## src/rtl/hazard_scoreboard_pkg.sv

```systemverilog
// Shared encodings for the hazard scoreboard: producer latencies and ID-stage control words.
package hazard_scoreboard_pkg;

    localparam int LAT_ALU  = 0;
    localparam int LAT_LOAD = 1;
    localparam int LAT_MUL  = 3;

    // {IF_ID_Write, PC_Write, Inst_src}
    localparam logic [2:0] CTRL_STALL = 3'b000;
    localparam logic [2:0] CTRL_PASS  = 3'b111;

    function automatic int sat_add(input int a, input int b, input int max_val);
        return (a + b > max_val) ? max_val : a + b;
    endfunction

endpackage

```

## src/rtl/hazard_scoreboard_counter.sv

```systemverilog
// sb_counter: one per-register countdown; a load wins over the decrement, which stops at zero.
module sb_counter #(
    parameter int CNT_W = 3
) (
    input  logic             clk,
    input  logic             rst,
    input  logic             load,
    input  logic [CNT_W-1:0] load_val,
    output logic [CNT_W-1:0] cnt
);

    logic [CNT_W-1:0] cnt_reg;

    always_ff @(posedge clk or posedge rst) begin
        if (rst) begin
            cnt_reg <= '0;
        end else if (load) begin
            cnt_reg <= load_val;
        end else if (cnt_reg != '0) begin
            cnt_reg <= cnt_reg - 1'b1;
        end
    end

    assign cnt = cnt_reg;

endmodule

```

## src/rtl/hazard_scoreboard.sv

```systemverilog
// Latency-tracking hazard scoreboard beside the ID stage; drives PC/IF-ID write and bubble select.
// Optional HAZARD_STATS_EN adds saturating stall_count and cond_stall_count outputs.
module hazard_scoreboard
    import hazard_scoreboard_pkg::*;
#(
    parameter int NUM_REGS = 32,
    parameter int REG_AW   = 5,
    parameter int MAX_LAT  = 4,
    parameter int BR_EXTRA = 1,
    parameter int LAT_W    = $clog2(MAX_LAT + 1),
    parameter int CNT_W    = $clog2(MAX_LAT + BR_EXTRA + 1)
) (
    input  logic                clk,
    input  logic                rst,
    input  logic                hazard_en,
    input  logic                id_valid,
    input  logic [REG_AW-1:0]   id_rs,
    input  logic [REG_AW-1:0]   id_rt,
    input  logic                id_use_rs,
    input  logic                id_use_rt,
    input  logic                id_cond,
    input  logic                id_wr_en,
    input  logic [REG_AW-1:0]   id_rd,
    input  logic [LAT_W-1:0]    id_lat,
    output logic                IF_ID_Write,
    output logic                PC_Write,
    output logic                Inst_src,
    output logic [NUM_REGS-1:0] busy_mask
`ifdef HAZARD_STATS_EN
    ,
    output logic [31:0]         stall_count,
    output logic [31:0]         cond_stall_count
`endif
);

    localparam int               CNT_MAX = (1 << CNT_W) - 1;
    localparam logic [CNT_W-1:0] BR_LIM  = CNT_W'(BR_EXTRA);

    logic [CNT_W-1:0] cnt [NUM_REGS];
    logic [LAT_W-1:0] lat_clamped;
    logic [CNT_W-1:0] load_val;
    logic             rs_haz;
    logic             rt_haz;
    logic             stall;
    logic             issue;
    logic             load_any;
    logic [2:0]       ctrl;

    always_comb begin
        lat_clamped = (int'(id_lat) > MAX_LAT) ? LAT_W'(MAX_LAT) : id_lat;
        load_val    = CNT_W'(sat_add(int'(lat_clamped), BR_EXTRA, CNT_MAX));
    end

    // A condition consumer resolves in ID, so it waits the extra BR_EXTRA cycles a normal consumer skips.
    always_comb begin
        rs_haz = 1'b0;
        rt_haz = 1'b0;
        if (id_use_rs && id_rs != '0) begin
            rs_haz = id_cond ? (cnt[id_rs] != '0) : (cnt[id_rs] > BR_LIM);
        end
        if (id_use_rt && id_rt != '0) begin
            rt_haz = id_cond ? (cnt[id_rt] != '0) : (cnt[id_rt] > BR_LIM);
        end
    end

    assign stall    = hazard_en && id_valid && (rs_haz || rt_haz);
    assign issue    = id_valid && !stall;
    assign load_any = issue && id_wr_en && (id_rd != '0);
    assign ctrl     = stall ? CTRL_STALL : CTRL_PASS;
    assign {IF_ID_Write, PC_Write, Inst_src} = ctrl;

    assign cnt[0]       = '0;
    assign busy_mask[0] = 1'b0;

    generate
        for (genvar gi = 1; gi < NUM_REGS; gi++) begin : g_reg
            sb_counter #(
                .CNT_W(CNT_W)
            ) u_cnt (
                .clk     (clk),
                .rst     (rst),
                .load    (load_any && (id_rd == REG_AW'(gi))),
                .load_val(load_val),
                .cnt     (cnt[gi])
            );
            assign busy_mask[gi] = (cnt[gi] != '0);
        end
    endgenerate

`ifdef HAZARD_STATS_EN
    logic [31:0] stall_count_reg;
    logic [31:0] cond_stall_count_reg;

    always_ff @(posedge clk or posedge rst) begin
        if (rst) begin
            stall_count_reg      <= '0;
            cond_stall_count_reg <= '0;
        end else begin
            if (stall && stall_count_reg != '1) begin
                stall_count_reg <= stall_count_reg + 32'd1;
            end
            if (stall && id_cond && cond_stall_count_reg != '1) begin
                cond_stall_count_reg <= cond_stall_count_reg + 32'd1;
            end
        end
    end

    assign stall_count      = stall_count_reg;
    assign cond_stall_count = cond_stall_count_reg;
`endif

endmodule

```

## config.mk

```make
export PLATFORM = sky130hd
export DESIGN_NAME = hazard_scoreboard
export DESIGN_NICKNAME = d
export VERILOG_FILES = /design/src/rtl/hazard_scoreboard_pkg.sv /design/src/rtl/hazard_scoreboard_counter.sv /design/src/rtl/hazard_scoreboard.sv
export SDC_FILE = /design/constraint.sdc
export NUM_CORES = 1
export LEC_CHECK = 0
export CORE_AREA = 2 2 116 118
export CTS_CLUSTER_DIAMETER = 40
export CTS_CLUSTER_SIZE = 14
export DETAILED_ROUTE_END_ITERATION = 16
export DIE_AREA = 0 0 118 120
export GPL_TIMING_DRIVEN = 0
export PLACE_DENSITY = 0.85
export SYNTH_ARGS = -nofsm -noshare
export SYNTH_HDL_FRONTEND = slang
export SYNTH_HIERARCHICAL = 1
export SYNTH_SLANG_ARGS = --single-unit
export TNS_END_PERCENT = 10
```

## constraint.sdc

```tcl
create_clock -name clk -period 4.9 [get_ports clk]
set_clock_uncertainty 0.1 [all_clocks]
set_input_delay 0.735 -clock clk [delete_from_list [all_inputs] [get_ports clk]]
set_output_delay 0.735 -clock clk [all_outputs]
set_load 0.005 [all_outputs]
```

==> results.cfg, run 1 <==
[clock_network]
clk_pin_slew_ns = 0.06
clk_latency_ns = 0.35
clock_sinks = 93
ctsRootBufferMaster = clkbuf_16
cts_setup_buffers = 0
numCtsBuffers = 9
htree_levels = 3
cts_buffer_depth = 2
cts_tree = done
cts_resized = 4
postCtsHoldBufs = 0

[worst_setup_path]
end_kind = output pin
path_cells = clkdlybuf4s50_1, buf_2, nor3_1, a21oi_1, a2111oi_0, a2bb2oi_1, a2111o_1, a311oi_4, buf_4, nor2_2, buf_4, clkdlybuf4s50_1
cp.buffers_inverters = 5
required_ns = 4.07
worstSetupPathType = in -> out
crit_path_max_fanout = 10
worst_path_dominant_cell_family = buffers and inverters
crit_slowest_cell = clkdlybuf4s50_1
cp.arrival_ns = 3.93
crit_path_start_kind = input pin
slowest_delay_ns = 0.59

[grt]
grt_pass1_vias = 7040
overflow = 0
grt_pass1_wl_mm = 34.42
grt_max_degree = 33
antenna_found_initial = 0
grt_usage_pct = 30.46

[die]
die_h_um = 120
ios = 61
fp-row-count = 42
fp.dieW_um = 118
dieArea_um2 = 14160
coreArea_um2 = 12980
initial_core_util_pct = 62.88

[sta]
drv_slew = 0
slew_headroom_pct = 6.627
max_freq_ghz = 0.2097
hold_violations = 0
worst_slew_pin_slew_ns = 1.381
finalSetupViolations = 0
layout_setup_ws_ns = 0.1310
fin_setup_tns_ns = 0
rsz0062_at_grt = false
fin_crit_sh_pct = 97.33
fin_crit_ns = 4.769

[finish]
utilization_pct = 71.41
fillerInstances = 1037
layout_common_cells = 160 x inv_1, 98 x nor2b_1, 93 x dfrtp_1
finalNetCount = 1069
antenna_cells = 0
instances_no_fill = 1159
final_common_cell = inv_1
drive_gt1_share_pct = 7.019
largest_reg_flops = 93
syn_to_final_growth_pct = 13.57

[drt]
finalWirelength_mm = 21.36
drt_iter0_markers = 663
num_vias = 7388
drt_pass1_iterations = 6
avgViaCountPerCell = 6.374
drc = 0
ant_nets = 0
avgRoutedWirePerCell_um = 18.43

[synth]
synth.largest_area_cell = dfrtp_1
ys_warn_count = 6
syn_nets = 1002
syn_inst = 913
ys_ff_latch = 93
synth_area_leaders = dfrtp_1 29%, ha_1 9.7%, nor2b_1 7.5%
async_flop_share_pct = 100.0
synth_top_area_share_pct = 28.51
ys.flop_type = dfrtp_1
synth_cell_types = 57
ys_seq_area_share_pct = 28.51
synth_area_per_cell_um2 = 8.939
synth_edf_count = 0
mappedNetlistArea_um2 = 8162

[place]
io_buffer_count = 55
dp_hpwl_mm = 15.48
placed_cells = 1145
gp_congestion = 0.9226
pre_cts_ws_ns = -0.1479

[pwr]
power_density_nw_per_um2 = 538.9
power.leakage_nw = 4.007
ir_drop_uv = 274.9
power_w = 0.004995

[min_path]
holdCritPathClass = in -> async

[flow_run]
maxCapViolations = 0

[run_status]
status = finished, final reports clean
==> metal layers <==
layer	track usage, %	part of all wire (%)
met5	0	0
met4	11.97	2.4
met3	4.183	6.8
met2	51.27	49
met1	39.98	42
==> cell usage after synthesis, types with 31 or more instances <==
cell / count
a221oi_1: 32
dfrtp_1: 93
nor2_1: 33
nor2b_1: 98
nor4b_1: 66
inv_1: 160
nand2b_1: 62
or3b_1: 31
a31oi_1: 32
a311oi_1: 31
or3_1: 33
ha_1: 63
==> worst paths after layout <==
kind	startpoint	endpoint	slack, ns	cells after the start
max reg2reg	g_reg[29].u_cnt/cnt[0]	g_reg[6].u_cnt/cnt[1]	1.03	10
max in group asynchronous	rst	g_reg[12].u_cnt/cnt[2]	3.99	2
min in group clk	g_reg[20].u_cnt/cnt[2]	g_reg[20].u_cnt/cnt[2]	0.54	2
min	rst	g_reg[3].u_cnt/cnt[0]	0.53	2
min reg2reg	g_reg[20].u_cnt/cnt[2]	g_reg[20].u_cnt/cnt[2]	0.54	2
max	id_rt[1]	PC_Write	0.13	12
==> cell families after synthesis <==
kind of cell / after synthesis / synth area share [%]
flops: 93 / 28.51
other cells: 1 / 0.04595
simple gates: 402 / 32.42
buf+inv: 186 / 9.229
fa+ha+maj: 63 / 9.658
xor+xnor: 1 / 0.1073
mux: 28 / 6.715
compound gates: 139 / 13.31
==> where the power goes <==
group          internal (W)  switching (W)  total [W]  leakage (nW)
logic               0.00142        0.00111    0.00253          2.78
clock network      0.000365       0.000291   0.000656         0.134
registers           0.00119       0.000626    0.00181          1.09
==> layout make-up <==
cell class                      count  area, um2  area share [%]
Sequential cell                    93       2327           25.11
Buffer                             25      153.9           1.660
Clock inverter                      2      10.01          0.1080
Clock buffer                       12      256.5           2.767
Tap cell                          176      220.2           2.376
Inverter                          161      604.3           6.520
Multi-Input combinational cell    634       5121           55.25
Timing Repair Buffer               56      575.6           6.210
==> per-stage QoR <==
step	area (um2)	hold slack, ns
6_report	9269	0.5272
5_1_grt	9269	0.5400
4_1_cts	9264	0.5287
3_5_place_dp	8977	0.5317
3_3_place_gp	8932	0.5238
2_1_floorplan	8162	0.3886
No activity file was read; power rests on OpenSTA's default activity.
==> inputs of run 2 (changes only) <==
--- a/config.mk
+++ b/config.mk
@@ -5,6 +5,7 @@
 export SDC_FILE = /design/constraint.sdc
 export NUM_CORES = 1
 export LEC_CHECK = 0
+export CAP_MARGIN = 0
 export CORE_AREA = 2 2 116 118
 export CTS_CLUSTER_DIAMETER = 40
 export CTS_CLUSTER_SIZE = 14
==> results of run 2 <==
No change in the layout: final DEF, timing and power equal those of run 1.
==> inputs of run 3 (changes only) <==
--- a/config.mk
+++ b/config.mk
@@ -6,13 +6,13 @@
 export NUM_CORES = 1
 export LEC_CHECK = 0
 export CAP_MARGIN = 0
-export CORE_AREA = 2 2 116 118
+export CORE_AREA = 2 2 120 122
 export CTS_CLUSTER_DIAMETER = 40
 export CTS_CLUSTER_SIZE = 14
 export DETAILED_ROUTE_END_ITERATION = 16
-export DIE_AREA = 0 0 118 120
+export DIE_AREA = 0 0 122 124
 export GPL_TIMING_DRIVEN = 0
-export PLACE_DENSITY = 0.85
+export PLACE_DENSITY = 0.8
 export SYNTH_ARGS = -nofsm -noshare
 export SYNTH_HDL_FRONTEND = slang
 export SYNTH_HIERARCHICAL = 1
==> constraint.sdc (replaced) <==
create_clock -name clk -period 5.4 [get_ports clk]
set_clock_uncertainty 0.1 [all_clocks]
set_input_delay 0.81 -clock clk [delete_from_list [all_inputs] [get_ports clk]]
set_output_delay 0.81 -clock clk [all_outputs]
set_load 0.005 [all_outputs]
==> run 3 against run 2 <==
Via count about the same. Combinational power decreased by 9.5%. Sequential share of layout area about the same. Utilization decreased by 3.9 points. Sequential cell count unchanged. Count of clock-buffer cells in the layout increased by 3. Setup slack got worse by 0.032 ns. Die area increased by 6.8%. Clock power decreased by 7.2%. Hold slack improved by 0.0075 ns. Non-clock buffer count increased by 1. Power decreased by 9.0%.
==> results.cfg, run 3 (synthesized netlist as in run 1, its figures left out) <==
[run_status]
status = finished, final reports clean

[grt]
overflow = 0
grt_max_degree = 33
grt_pass1_vias = 7175
grt_usage_pct = 29.61
grt_pass1_wl_mm = 34.65
antenna_found_initial = 0

[sta]
fin_crit_ns = 5.301
fin_crit_sh_pct = 98.17
max_freq_ghz = 0.1886
worst_slew_pin_slew_ns = 1.283
hold_violations = 0
layout_setup_ws_ns = 0.09898
timing.hold.ws_ns = 0.5347
finalSetupViolations = 0
slew_headroom_pct = 13.25
rsz0062_at_grt = false
drv_slew = 0

[finish]
drive_gt1_share_pct = 6.694
syn_to_final_growth_pct = 13.49
finalNetCount = 1070
antenna_cells = 0
final_common_cell = inv_1
layout_common_cells = 160 x inv_1, 98 x nor2b_1, 93 x dfrtp_1
largest_reg_flops = 93

[die]
fp-row-count = 43
coreArea_um2 = 13720
fp.dieW_um = 122
dieArea_um2 = 15130
ios = 61
die_h_um = 124
initial_core_util_pct = 59.49

[drt]
finalWirelength_mm = 21.63
avgViaCountPerCell = 6.337
avgRoutedWirePerCell_um = 18.55
num_vias = 7389
drt_pass1_iterations = 6
drt_iter0_markers = 735
drc = 0
ant_nets = 0

[place]
gp_congestion = 0.9396
dp_hpwl_mm = 15.90
io_buffer_count = 55
pre_cts_ws_ns = 0.1897

[clock_network]
clock_sinks = 93
postCtsHoldBufs = 0
cts_setup_buffers = 0
cts_tree = done
ctsRootBufferMaster = clkbuf_16
clk_latency_ns = 0.35
htree_levels = 3
clk_pin_slew_ns = 0.07
numCtsBuffers = 9
cts_buffer_depth = 2

[pwr]
power_w = 0.004546
power_density_nw_per_um2 = 490.8
power.leakage_nw = 3.998
ir_drop_uv = 238.5

[worst_setup_path]
worstSetupPathType = in -> out
required_ns = 4.49
crit_path_max_fanout = 10
cp.arrival_ns = 4.39
end_kind = output pin
crit_path_start_kind = input pin

[flow_run]
maxCapViolations = 0

[min_path]
holdCritPathClass = reg -> reg
[run 3: worst paths after layout]
path,startpoint,to,slack (ns),cells past startpoint
min,g_reg[23].u_cnt/cnt[2],g_reg[23].u_cnt/cnt[2],0.53,2
max in group asynchronous,rst,g_reg[16].u_cnt/cnt[1],4.42,2
max,id_rt[1],Inst_src,0.1,11
max reg2reg,g_reg[29].u_cnt/cnt[0],g_reg[3].u_cnt/cnt[1],1.58,10
min in group asynchronous,rst,g_reg[11].u_cnt/cnt[2],0.59,2
min reg2reg,g_reg[23].u_cnt/cnt[2],g_reg[23].u_cnt/cnt[2],0.53,2
[run 3: layout make-up]
| type | count | area (um2) |
|---|---|---|
| Sequential cell | 93 | 2327 |
| Multi-Input combinational cell | 634 | 5102 |
| Fill cell | 1154 | 4457 |
| Timing Repair Buffer | 57 | 578.1 |
| Buffer | 25 | 152.6 |
| Clock inverter | 1 | 5.005 |
| Clock buffer | 15 | 267.8 |
| Tap cell | 180 | 225.2 |
| Inverter | 161 | 604.3 |
[run 3: metrics by stage]
step | cells | TNS [ns] | instance area, um2 | util [%]
after floorplan | 913 | 0 | 8162 | -
after CTS | 1165 | 0 | 9255 | 67.46
final | 1166 | 0 | 9263 | 67.51
after global routing | 1166 | 0 | 9263 | 67.51
after global placement | 1148 | -16.15 | 8937 | 65.14
after detailed placement | 1149 | 0 | 8982 | 65.47
[run 3: timing repair]
| item | 4_1_cts | 5_1_grt |
|---|---|---|
| setup endpoints to repair | 0 | 2 |
| endpoints found under the hold margin | 0 | 0 |
| resized for setup | 0 | 1 |
[run 3: critical path, stage by stage]
cell,delay [ns]
clkdlybuf4s50_1,0.61
buf_2,0.29
buf_1,0.50
a211oi_1,0.16
a2bb2oi_1,0.17
a2111o_1,0.40
a311oi_2,0.50
buf_4,0.26
nor2_1,0.11
buf_4,0.14
clkdlybuf4s50_1,0.43
[run 3: power breakdown]
part,switching (W),leakage (nW),total (W),internal [W]
Combinational,0.00100,2.77,0.00229,0.00129
Sequential,0.000570,1.09,0.00165,0.00108
Clock,0.000271,0.134,0.000609,0.000338
[run 3: per-layer routing]
metal,vias to the layer above,global-route usage (%),part of all wire (%)
met5,-,0,0
met4,0,11.21,2.0
met3,40,4.350,6.5
met2,264,51.40,49
met1,3620,37.48,42
li1,3465,-,-
